## config.mk

```make
export PLATFORM = sky130hd
export DESIGN_NAME = dmi_jtag_tap_responder
export DESIGN_NICKNAME = d
export VERILOG_FILES = /design/src/rtl/dmi_jtag_tap_responder.sv
export SDC_FILE = /design/constraint.sdc
export NUM_CORES = 1
export LEC_CHECK = 0
export CAP_MARGIN = 10
export CORE_ASPECT_RATIO = 1.4
export CORE_MARGIN = 2
export CORE_UTILIZATION = 40
export DETAILED_ROUTE_END_ITERATION = 8
export MAX_ROUTING_LAYER = met4
export RECOVER_POWER = 25
export SLEW_MARGIN = 20
export SYNTH_ARGS = -nofsm -noshare
export SYNTH_HDL_FRONTEND = slang
export SYNTH_SLANG_ARGS = --single-unit
```

## constraint.sdc

```tcl
create_clock -name clk_i -period 4.39 [get_ports clk_i]
set_input_delay 0.878 -clock clk_i [delete_from_list [all_inputs] [get_ports clk_i]]
set_output_delay 0.878 -clock clk_i [all_outputs]
set_load 0.03 [all_outputs]
```

## src/rtl/dmi_jtag_tap_responder.sv

```systemverilog
// JTAG TAP controller and debug transport module, oversampling the JTAG pins on clk_i.
// Completed DMIACCESS scans become DMI requests; responses are returned on the next scan.
module dmi_jtag_tap_responder #(
    parameter logic [31:0] IdcodeValue = 32'h249511C3,
    parameter int unsigned DmiAbits    = 7,
    parameter logic [2:0]  IdleHint    = 3'd1
) (
    input  logic                clk_i,
    input  logic                rst_i,
    input  logic                tck_i,
    input  logic                tms_i,
    input  logic                tdi_i,
    input  logic                trst_ni,
    output logic                tdo_o,
    output logic                tdo_oe_o,
    output logic                dmi_req_valid_o,
    input  logic                dmi_req_ready_i,
    output logic [DmiAbits-1:0] dmi_req_addr_o,
    output logic [1:0]          dmi_req_op_o,
    output logic [31:0]         dmi_req_data_o,
    input  logic                dmi_resp_valid_i,
    output logic                dmi_resp_ready_o,
    input  logic [31:0]         dmi_resp_data_i,
    input  logic                dmi_resp_err_i
);
    localparam int unsigned DmiWidth = DmiAbits + 34;

    localparam logic [4:0] IrIdcode = 5'h01;
    localparam logic [4:0] IrDtmcs  = 5'h10;
    localparam logic [4:0] IrDmi    = 5'h11;

    typedef enum logic [3:0] {
        TAP_TLR, TAP_RTI,
        TAP_SEL_DR, TAP_CAP_DR, TAP_SH_DR, TAP_EX1_DR, TAP_PAUSE_DR, TAP_EX2_DR, TAP_UPD_DR,
        TAP_SEL_IR, TAP_CAP_IR, TAP_SH_IR, TAP_EX1_IR, TAP_PAUSE_IR, TAP_EX2_IR, TAP_UPD_IR
    } tap_state_e;

    typedef enum logic [1:0] {SEL_IDCODE, SEL_DTMCS, SEL_DMI, SEL_BYPASS} dr_sel_e;

    // ---------------- pin synchronisers ----------------
    logic [1:0] tck_sync, tms_sync, tdi_sync, trst_sync;
    logic       tck_prev;

    // The TCK chain resets high: a spurious fall only reloads TDO, a spurious rise could move the FSM.
    // NOTE: sequential state uses non-blocking assignments so every flop samples pre-edge values.
    always_ff @(posedge clk_i) begin
        if (rst_i) begin
            tck_sync  <= 2'b11;
            tck_prev  <= 1'b1;
            tms_sync  <= 2'b11;
            tdi_sync  <= 2'b00;
            trst_sync <= 2'b00;
        end else begin
            tck_sync  <= {tck_sync[0], tck_i};
            tck_prev  <= tck_sync[1];
            tms_sync  <= {tms_sync[0], tms_i};
            tdi_sync  <= {tdi_sync[0], tdi_i};
            trst_sync <= {trst_sync[0], trst_ni};
        end
    end

    logic tck_rise, tck_fall, tms, tdi, tap_reset;
    assign tck_rise  = tck_sync[1] & ~tck_prev;
    assign tck_fall  = ~tck_sync[1] & tck_prev;
    assign tms       = tms_sync[1];
    assign tdi       = tdi_sync[1];
    assign tap_reset = rst_i | ~trst_sync[1];

    // ---------------- TAP state machine ----------------
    tap_state_e state_q, state_d;

    always_ff @(posedge clk_i) begin
        if (tap_reset) state_q <= TAP_TLR;
        else           state_q <= state_d;
    end

    // NOTE: every signal written in an always_comb gets a default first, so no latch is inferred.
    always_comb begin
        state_d = state_q;
        if (tck_rise) begin
            case (state_q)
                TAP_TLR:      state_d = tms ? TAP_TLR    : TAP_RTI;
                TAP_RTI:      state_d = tms ? TAP_SEL_DR : TAP_RTI;
                TAP_SEL_DR:   state_d = tms ? TAP_SEL_IR : TAP_CAP_DR;
                TAP_CAP_DR:   state_d = tms ? TAP_EX1_DR : TAP_SH_DR;
                TAP_SH_DR:    state_d = tms ? TAP_EX1_DR : TAP_SH_DR;
                TAP_EX1_DR:   state_d = tms ? TAP_UPD_DR : TAP_PAUSE_DR;
                TAP_PAUSE_DR: state_d = tms ? TAP_EX2_DR : TAP_PAUSE_DR;
                TAP_EX2_DR:   state_d = tms ? TAP_UPD_DR : TAP_SH_DR;
                TAP_UPD_DR:   state_d = tms ? TAP_SEL_DR : TAP_RTI;
                TAP_SEL_IR:   state_d = tms ? TAP_TLR    : TAP_CAP_IR;
                TAP_CAP_IR:   state_d = tms ? TAP_EX1_IR : TAP_SH_IR;
                TAP_SH_IR:    state_d = tms ? TAP_EX1_IR : TAP_SH_IR;
                TAP_EX1_IR:   state_d = tms ? TAP_UPD_IR : TAP_PAUSE_IR;
                TAP_PAUSE_IR: state_d = tms ? TAP_EX2_IR : TAP_PAUSE_IR;
                TAP_EX2_IR:   state_d = tms ? TAP_UPD_IR : TAP_SH_IR;
                TAP_UPD_IR:   state_d = tms ? TAP_SEL_DR : TAP_RTI;
                default:      state_d = TAP_TLR;
            endcase
        end
    end

    // ---------------- instruction register ----------------
    logic [4:0] ir_q, ir_sr;

    always_ff @(posedge clk_i) begin
        if (tap_reset) begin
            ir_q  <= IrIdcode;
            ir_sr <= 5'b00001;
        end else if (state_q == TAP_TLR) begin
            ir_q <= IrIdcode;
        end else if (tck_rise) begin
            case (state_q)
                TAP_CAP_IR: ir_sr <= 5'b00001;
                TAP_SH_IR:  ir_sr <= {tdi, ir_sr[4:1]};
                TAP_UPD_IR: ir_q  <= ir_sr;
                default:    ;
            endcase
        end
    end

    dr_sel_e dr_sel;
    always_comb begin
        case (ir_q)
            IrIdcode: dr_sel = SEL_IDCODE;
            IrDtmcs:  dr_sel = SEL_DTMCS;
            IrDmi:    dr_sel = SEL_DMI;
            default:  dr_sel = SEL_BYPASS;
        endcase
    end

    // ---------------- data registers ----------------
    logic [DmiWidth-1:0] dr_sr, dr_shifted, dr_capture;
    logic [1:0]          dmistat_q;
    logic [31:0]         resp_data_q;
    logic                outstanding_q;
    logic [31:0]         dtmcs_capture;

    assign dtmcs_capture = {14'b0, 2'b0, 1'b0, IdleHint, dmistat_q, 6'(DmiAbits), 4'd1};

    always_comb begin
        case (dr_sel)
            SEL_IDCODE: dr_capture = {{(DmiWidth-32){1'b0}}, IdcodeValue};
            SEL_DTMCS:  dr_capture = {{(DmiWidth-32){1'b0}}, dtmcs_capture};
            SEL_DMI:    dr_capture = {dmi_req_addr_o, resp_data_q, dmistat_q};
            default:    dr_capture = '0;
        endcase
    end

    // Shift right with TDI entering at the MSB of whichever register is selected.
    always_comb begin
        dr_shifted = dr_sr >> 1;
        case (dr_sel)
            SEL_DMI:    dr_shifted[DmiWidth-1] = tdi;
            SEL_BYPASS: dr_shifted[0]          = tdi;
            default:    dr_shifted[31]         = tdi;
        endcase
    end

    always_ff @(posedge clk_i) begin
        if (rst_i) begin
            dr_sr <= '0;
        end else if (tck_rise && state_q == TAP_CAP_DR) begin
            dr_sr <= dr_capture;
        end else if (tck_rise && state_q == TAP_SH_DR) begin
            dr_sr <= dr_shifted;
        end
    end

    // ---------------- TDO ----------------
    logic ir_side;
    assign ir_side = state_q inside {TAP_CAP_IR, TAP_SH_IR, TAP_EX1_IR,
                                     TAP_PAUSE_IR, TAP_EX2_IR, TAP_UPD_IR};

    always_ff @(posedge clk_i) begin
        if (rst_i) begin
            tdo_o    <= 1'b0;
            tdo_oe_o <= 1'b0;
        end else begin
            tdo_oe_o <= (state_q == TAP_SH_IR) || (state_q == TAP_SH_DR);
            if (tck_fall) tdo_o <= ir_side ? ir_sr[0] : dr_sr[0];
        end
    end

    // ---------------- DMI request / response ----------------
    logic          upd_dr;
    logic [1:0]    scan_op;
    assign upd_dr  = tck_rise && (state_q == TAP_UPD_DR);
    assign scan_op = dr_sr[1:0];

    always_ff @(posedge clk_i) begin
        if (rst_i) begin
            dmi_req_valid_o <= 1'b0;
            dmi_req_addr_o  <= '0;
            dmi_req_op_o    <= 2'd0;
            dmi_req_data_o  <= '0;
            outstanding_q   <= 1'b0;
            resp_data_q     <= '0;
            dmistat_q       <= 2'd0;
        end else begin
            if (dmi_req_valid_o && dmi_req_ready_i) begin
                dmi_req_valid_o <= 1'b0;
                outstanding_q   <= 1'b1;
            end
            if (dmi_resp_valid_i && outstanding_q) begin
                outstanding_q <= 1'b0;
                resp_data_q   <= dmi_resp_data_i;
                if (dmi_resp_err_i) dmistat_q <= 2'd2;
            end
            // Any nonzero status is sticky and blocks further DMI updates until cleared.
            if (upd_dr && dr_sel == SEL_DMI && dmistat_q == 2'd0) begin
                if (dmi_req_valid_o || outstanding_q) begin
                    dmistat_q <= 2'd3;
                end else if (scan_op == 2'd1 || scan_op == 2'd2) begin
                    dmi_req_valid_o <= 1'b1;
                    dmi_req_addr_o  <= dr_sr[DmiWidth-1 -: DmiAbits];
                    dmi_req_data_o  <= dr_sr[33:2];
                    dmi_req_op_o    <= scan_op;
                end
            end
            if (upd_dr && dr_sel == SEL_DTMCS) begin
                if (dr_sr[16] || dr_sr[17]) dmistat_q <= 2'd0;
                if (dr_sr[17]) begin
                    dmi_req_valid_o <= 1'b0;
                    outstanding_q   <= 1'b0;
                end
            end
        end
    end

    assign dmi_resp_ready_o = 1'b1;

endmodule

```

---- Word level (Yosys, flattened, before mapping) ----
Cells that the tools add are included.
operators by class
  reductions and logical operators ........ 26
  bitwise operators ....................... 8
  mux-type cells .......................... 38
  eq/ne operators ......................... 23
operators by type and width
  cell                number
  $pmux 41 s3         1
  $mux 41             2
  $pmux 4 s12         1
  $eq 4x4->1 const B  8
  $mux 2              9
  $mux 1              17
  $eq 4x3->1 const B  4
  $mux 4              4
  $eq 5x5->1 const B  2
  $pmux 5 s2          1
  $eq 4x2->1 const B  2
  $logic_and 1x1->1   8
  $reduce_or 2->1     4
  $eq 2x2->1 const B  3
  $mux 3              2
  $pmux 2 s3          1
  $reduce_and 3->1    2
  $reduce_bool 6->1   1
  $eq 5x1->1 const B  1
  $not 1->1           5
  $eq 2x1->1 const B  2
  $eq 4x1->1 const B  1
  $logic_not 2->1     2
  $logic_not 4->1     1
  other kinds (6)     11
word-level totals
  logic and storage cells ................. 113
  register bits after elaboration ......... 143
  bits of input ports ..................... 41

---- Depth between registers and ports, before layout ----
Gate-level depths: netlist of the first run.
  depth after elaboration ................. 8
  depth in mapped cells ................... 7

---- Worst setup path before layout of the first run ----
Ideal clock, no wire load.
  path kind ............................... register -> register
  start point ............................. register state_q[0]
  end point ............................... register dr_sr[40]
  data required time ...................... 4.320 ns
  setup slack ............................. 2.606 ns
  arrival ................................. 1.713 ns
  library setup time ...................... 0.070 ns
  stages on the path, launching flop included .. 7
  period minus slack after synthesis ...... 1.784 ns
  cell sequence ........................... dfxtp_1 buf_2 or3b_1 a211o_1 buf_4 a2111o_1 a21oi_1
between the ends
  cells in the longest elaborated chain, start to end .. 3
  elaborated cells on any way between the ends .. 6
ends and longest elaborated chain
  what                                          line      RTL
  from (decl)                                   70        tap_state_e state_q, state_d;
  from (signal assigned)                        74        else state_q <= state_d;
  $eq 4x2->1 or $eq 4x3->1 (tied branches)      163, 165
  $logic_and 1x1->1 (on tied branches)          163, 165
  $mux 41 or $reduce_bool 2->1 (tied branches)  --
  to (signal assigned)                          164       dr_sr <= dr_capture;
  to (signal assigned)                          166       dr_sr <= dr_shifted;
  to (decl)                                     133       logic [DmiWidth-1:0] dr_sr, dr_shifted, dr_capture;
Parallel ways exist; a longest one is shown, timed or not.
A chain may end at the register's enable or synchronous reset.

---- Final worst setup path of the first run ----
  start point ............................. register state_q[3]
  end point ............................... register dmi_req_data_o[3]
between the ends
  cells in the longest elaborated chain, start to end .. 5
ends and longest elaborated chain
  what                             line  RTL
  $eq 4x4->1                       188   assign upd_dr = tck_rise && (state_q == TAP_UPD_DR);
  $logic_and 1x1->1                188
  $logic_and 1x1->1 (2 in series)  211   if (upd_dr && dr_sel == SEL_DMI && dmistat_q == 2'd0) begin
  $reduce_and 3->1 (no line)       --
  to (signal assigned)             217   dmi_req_data_o <= dr_sr[33:2];
  to (decl)                        20    output logic [31:0] dmi_req_data_o,
No other way between the ends.

==> results.toml, run 1 <==
[clocking]
clk_latency_ns = 0.42
cts_max_level = 4
root_buffer = "clkbuf_16"
cts_hold_buf = 0
clockBufferDepth = 2
cts_tree = "built"
tritoncts.num_buffers = 17
cts_sinks = 143
cts_resized = 0
post_cts_buffers = 0
clk_pin_slew_ns = 0.06

[pwr]
power_density_nw_per_um2 = 410.2
finalPower_uw = 3078
irDropWorstVdd_uv = 209.5
leakagePower_uw = 0.002374

[detailed_routing]
dr_total_vias = 5590
viasPerCell = 5.787
firstDrtPassIters = 5
drc_errors = 0
drt-initial-drc-count = 434
drt_wl_total_um = 17290
final_antenna_net_count = 0
wl_per_cell_um = 17.89

[worst_setup_path]
cp.required_ns = 4.61
cp-end-kind = "flip-flop"
worstPathArrival_ns = 3.02
crit_chain = "nor4b_1 > nand4_1 > buf_4 > o21ai_0 > a21oi_1"
critPathMaxStageDelay_ns = 0.76
worstSetupPathType = "reg2reg"
critPathMaxFanout = 34
slowest_stage = "dfxtp_1"
cp-start-kind = "flip-flop"

[yosys]
yosys_warnings = 0
syn_nets = 768
yosysTopAreaCell = "dfxtp_1"
syn_inst = 727
synth-async-reset-ratio_pct = 0
synth_ff_type = "dfxtp_1"
synth_top_area_share_pct = 48.04
netlist-cell-type-count = 56
synth_edf_count = 0
syn_area_um2 = 5959
ys_seq_area_share_pct = 48.04
syn_avg_cell_area_um2 = 8.197
ys_seq_elements = 143
netlist_top_cells_area = "dfxtp_1 (48%), a21oi_1 (9.4%), nand2_1 (5.7%)"

[timing]
max_freq_ghz = 0.3570
hold_viol = 0
tightest_slew_ns = 1.718
period_share_pct = 63.80
skew_ns = 0.007705
grt_setup_unrepaired = "false"
finalCriticalPeriod_ns = 2.801
finalSetupViolCount = 0
max_slew_margin_pct = -14.55
setup_tns_ns = 0
final_max_slew_viol_count = 86

[layout]
drive_above_1_share_pct = 7.722
n_antenna_cell = 0
fin_cells = 966
fin_area_um2 = 7503
multi_input_comb_area_um2 = 2756
layout_commonest_cell = "dfxtp_1"
fillers = 1408
register_area_um2 = 2863
nNetsFinal = 805
final_cell_mix = "dfxtp_1 (143), a21oi_1 (112), nand2_1 (90)"
syn_to_final_growth_pct = 25.91

[place]
io_buffer_count = 84
place_inst = 934
postPlaceCellArea_um2 = 6810
place_congestion = 0.8627
hpwl_um = 11210

[global_routing]
overflow = 0
use_met2_pct = 39.81
grt_first_pass_wirelength_um = 27600
grt_max_degree = 86
top_usage_layer = "met2"
met3_usage_pct = 4.075
grt_usage_pct = 22.73
grt_pass1_vias = 5412
use_met1_pct = 25.18
antenna_found_initial = 0

[hold_path]
hp-class = "reg2reg"

[floorplanning]
dieWidth_um = 107.2
rows = 52
die_y_um = 148.4
initial_core_util_pct = 41.07
coreArea_um2 = 14510
ioPinCount = 86
die-area_um2 = 15910

[run_status]
outcome = "finished with violations"
violations = "capacitance limit, slew limit"

[flow_run]
cap_violations = 1
## layout make-up
type | count | share of cell area (%)
Clock buffer | 18 | 5.720
Clock inverter | 14 | 3.502
Inverter | 12 | 0.6003
Multi-Input combinational cell | 496 | 36.73
Sequential cell | 143 | 38.15
Tap cell | 189 | 3.152
Timing Repair Buffer | 94 | 12.14
## power breakdown
| group | internal [µW] | total [µW] | switching (µW) | leakage, µW |
|---|---|---|---|---|
| clock network | 1120 | 1700 | 574 | 0.000323 |
| logic | 39.2 | 72.8 | 33.7 | 0.000898 |
| registers | 1300 | 1310 | 4.87 | 0.00115 |
| total | 2470 | 3080 | 613 | 0.00237 |
## sequential cells by signal (all words and copies together), names as in the netlist
register and flops:
dmi_req_addr_o 7, dmi_req_data_o 32, dmi_req_op_o 2, dmi_req_valid_o 1
dmistat_q 2, dr_sr 41, ir_q 5, ir_sr 5
outstanding_q 1, resp_data_q 32, state_q 4, tck_prev 1
tck_sync 2, tdi_sync 2, tdo_o 1, tdo_oe_o 1
tms_sync 2, trst_sync 2
## metal layers
metal | routed length (µm) | share of wire (%)
met5 | 0 | 0
met4 | 568 | 3.3
met3 | 764 | 4.4
met2 | 9115 | 53
met1 | 6838 | 40
## critical path, delay by kind of cell (launching register included)
kind,cells,cell delay (ns)
and+or+nand+nor,2,1.10
DFF,1,0.76
AOI/OAI and AO/OA,2,0.29
buffers and inverters,1,0.43
## worst paths after layout
path              cells after the start  slack, ns        start                 to
setup / recovery                      5       1.59   state_q[3]  dmi_req_data_o[3]
hold / removal                        1       0.42  tck_sync[0]        tck_sync[1]
setup reg to reg                      5       1.59   state_q[3]  dmi_req_data_o[3]
hold reg to reg                       1       0.42  tck_sync[0]        tck_sync[1]
## synthesized netlist by cell type (all sizes together), types with 2 or more instances
master	number
dfxtp	143
a21oi	112
nand2	91
o21ai	58
clkbuf	56
nand4	45
nor2	39
nor3	29
a221oi	23
buf	20
a211oi	13
inv	12
o221ai	9
nor2b	8
or2	7
nand3	5
nor3b	5
a31oi	4
and2	4
nand2b	4
or3	3
xnor2	3
a22oi	2
mux2i	2
nand3b	2
nor4	2
nor4bb	2
o32ai	2
or3b	2
## metrics by stage
step                setup slack, ns  utilization, %  hold WS, ns
CTS                           1.707           51.71       0.4194
floorplan                     2.606               -       0.3895
global route                  1.426           51.72       0.4513
finish                        1.589           51.72       0.4180
global placement              1.655           46.94       0.4103
detailed placement            1.601           46.94       0.4070
## logic make-up after synthesis
group	share of synthesized area (%)
simple gates	21.37
mux	0.5249
flops	48.04
buf+inv	6.109
compound gates	23.30
xor+xnor	0.5880
other cells	0.06293
Note: power is estimated with default switching activity, not from simulation.
==> inputs of run 2 (changes only) <==
==> constraint.sdc (replaced) <==
create_clock -name clk_i -period 2.4 [get_ports clk_i]
set_input_delay 0.48 -clock clk_i [delete_from_list [all_inputs] [get_ports clk_i]]
set_output_delay 0.48 -clock clk_i [all_outputs]
set_load 0.03 [all_outputs]
==> results.toml, run 2 (synthesis gave the netlist of run 1 again) <==
[clocking]
post_cts_buffers = 0
cts_tree = "built"
clk_pin_slew_ns = 0.06
clockBufferDepth = 2
tritoncts.num_buffers = 17
clk_latency_ns = 0.42
root_buffer = "clkbuf_16"
cts_hold_buf = 0
cts_sinks = 143
cts_max_level = 4
cts_resized = 0

[global_routing]
overflow = 0
grt_max_degree = 74
antenna_found_initial = 0
grt_pass1_vias = 5368
grt_first_pass_wirelength_um = 27880
grt_usage_pct = 23.01

[layout]
top_register = "dr_sr"
reg_top3 = "dr_sr x41, dmi_req_data_o x32, resp_data_q x32"
drive_above_1_share_pct = 9.750
n_antenna_cell = 0
largest_reg_flops = 41
fillers = 1386
syn_to_final_growth_pct = 27.27
final_cell_mix = "dfxtp_1 (143), a21oi_1 (112), nand2_1 (91)"
register_area_um2 = 2863
multi_input_comb_area_um2 = 2748
nNetsFinal = 828
layout_commonest_cell = "dfxtp_1"

[floorplanning]
rows = 52
dieWidth_um = 107.2
die-area_um2 = 15910
die_y_um = 148.4
ioPinCount = 86
coreArea_um2 = 14510
initial_core_util_pct = 41.07

[hold_path]
min_path_cells = 1
hold_path_startpoint = "tms_sync[0]"
hold_end = "tms_sync[1]"
hp-class = "reg2reg"

[timing]
tightest_slew_ns = 1.381
finalCriticalPeriod_ns = 2.127
hold_ws_ns = 0.4175
grt_setup_unrepaired = "false"
period_share_pct = 88.63
max_freq_ghz = 0.4701
final_max_slew_viol_count = 0
skew_ns = 0.01192
hold_viol = 0
finalSetupViolCount = 0
setup_tns_ns = 0
max_slew_margin_pct = 7.933

[flow_run]
cap_violations = 0

[pwr]
finalPower_uw = 5077
irDropWorstVdd_uv = 462.9
leakagePower_uw = 0.002434
p_comb_share_pct = 2.7
power_density_nw_per_um2 = 669.3
p_sw_share_pct = 23.00
p_clk_share_pct = 50.3
seqPwrFrac_pct = 47.1
switchingPower_uw = 1168
p_int_uw = 3909

[detailed_routing]
viasPerCell = 5.716
drt_wl_total_um = 17410
drt-initial-drc-count = 392
dr_total_vias = 5653
wl_per_cell_um = 17.60
final_antenna_net_count = 0
firstDrtPassIters = 5
drc_errors = 0

[place]
io_buffer_count = 84
place_congestion = 0.8871
hpwl_um = 11990

[worst_setup_path]
slowest_stage = "clkdlybuf4s50_1"
r2r_start = "state_q[1]"
crit_chain = "clkdlybuf4s50_1"
cp.required_ns = 1.92
worstSetupPathType = "reg2out"
ff2ff_path_depth = 6
cp-start-kind = "flip-flop"
rrSetupSlack_ns = 0.39
cp_top_family = "buffers and inverters"
critical_path_buf_inv_count = 1
worstPathArrival_ns = 1.65
critPathMaxStageDelay_ns = 0.74
cp-end-kind = "output pin"
regToRegEndpoint = "dr_sr[24]"
critPathMaxFanout = 6

[run_status]
outcome = "completed"
==> run 2: cell count changes in the layout (fill, tap and decap cells not counted), sizes merged <==
cell | previous run | this run
clkinvlp | 4 | 5
inv | 13 | 18
clkdlybuf4s50 | 83 | 82
buf | 10 | 29
dlygate4sd3 | 0 | 1
bufinv | 7 | 1
clkbuf | 19 | 22
clkinv | 2 | 3
==> run 2: cell type report <==
type | instances | share of cell area [%]
Sequential cell | 143 | 37.74
Multi-Input combinational cell | 496 | 36.23
Clock buffer | 17 | 5.609
Inverter | 12 | 0.5939
Tap cell | 189 | 3.118
Clock inverter | 15 | 1.996
Timing Repair Buffer | 117 | 14.71
==> run 2: routing by layer <==
layer / up-vias / wire [µm] / track usage, %
li1: 2742 / - / -
met1: 2723 / 6980 / 26.24
met2: 156 / 9220 / 39.27
met3: 32 / 643 / 4.119
met4: 0 / 561 / 10.00
met5: - / 0 / -
==> run 2: how the worst max path moves through the flow <==
stage,start,end,cells past startpoint
3_3_place_gp,ir_q[1],dr_sr[12],4
3_5_place_dp,state_q[2],dr_sr[33],5
5_1_grt,state_q[3],ir_q[4],5
4_1_cts,dmi_req_valid_o,dmi_req_valid_o,1
6_report,dmi_req_valid_o,dmi_req_valid_o,1
2_1_floorplan,state_q[0],dr_sr[40],6
==> run 2: stage by stage <==
| step | setup WS (ns) | area [µm²] | cells | utilization, % |
|---|---|---|---|---|
| floorplan | 0.6164 | 5959 | 727 | - |
| global placement | 0.4542 | 7041 | 957 | 48.53 |
| detailed placement | 0.4387 | 7041 | 957 | 48.53 |
| CTS | 0.2713 | 7617 | 989 | 52.50 |
| global route | 0.1694 | 7585 | 989 | 52.28 |
| finish | 0.2729 | 7585 | 989 | 52.28 |
==> run 2: power by group through the flow <==
stage	Sequential [µW]	Combinational (µW)	Clock, µW
after floorplan	2440	56.6	0
after global placement	2440	136	0
after detailed placement	2440	137	0
after CTS	2390	138	2590
after global routing	2390	146	2690
final	2390	135	2550
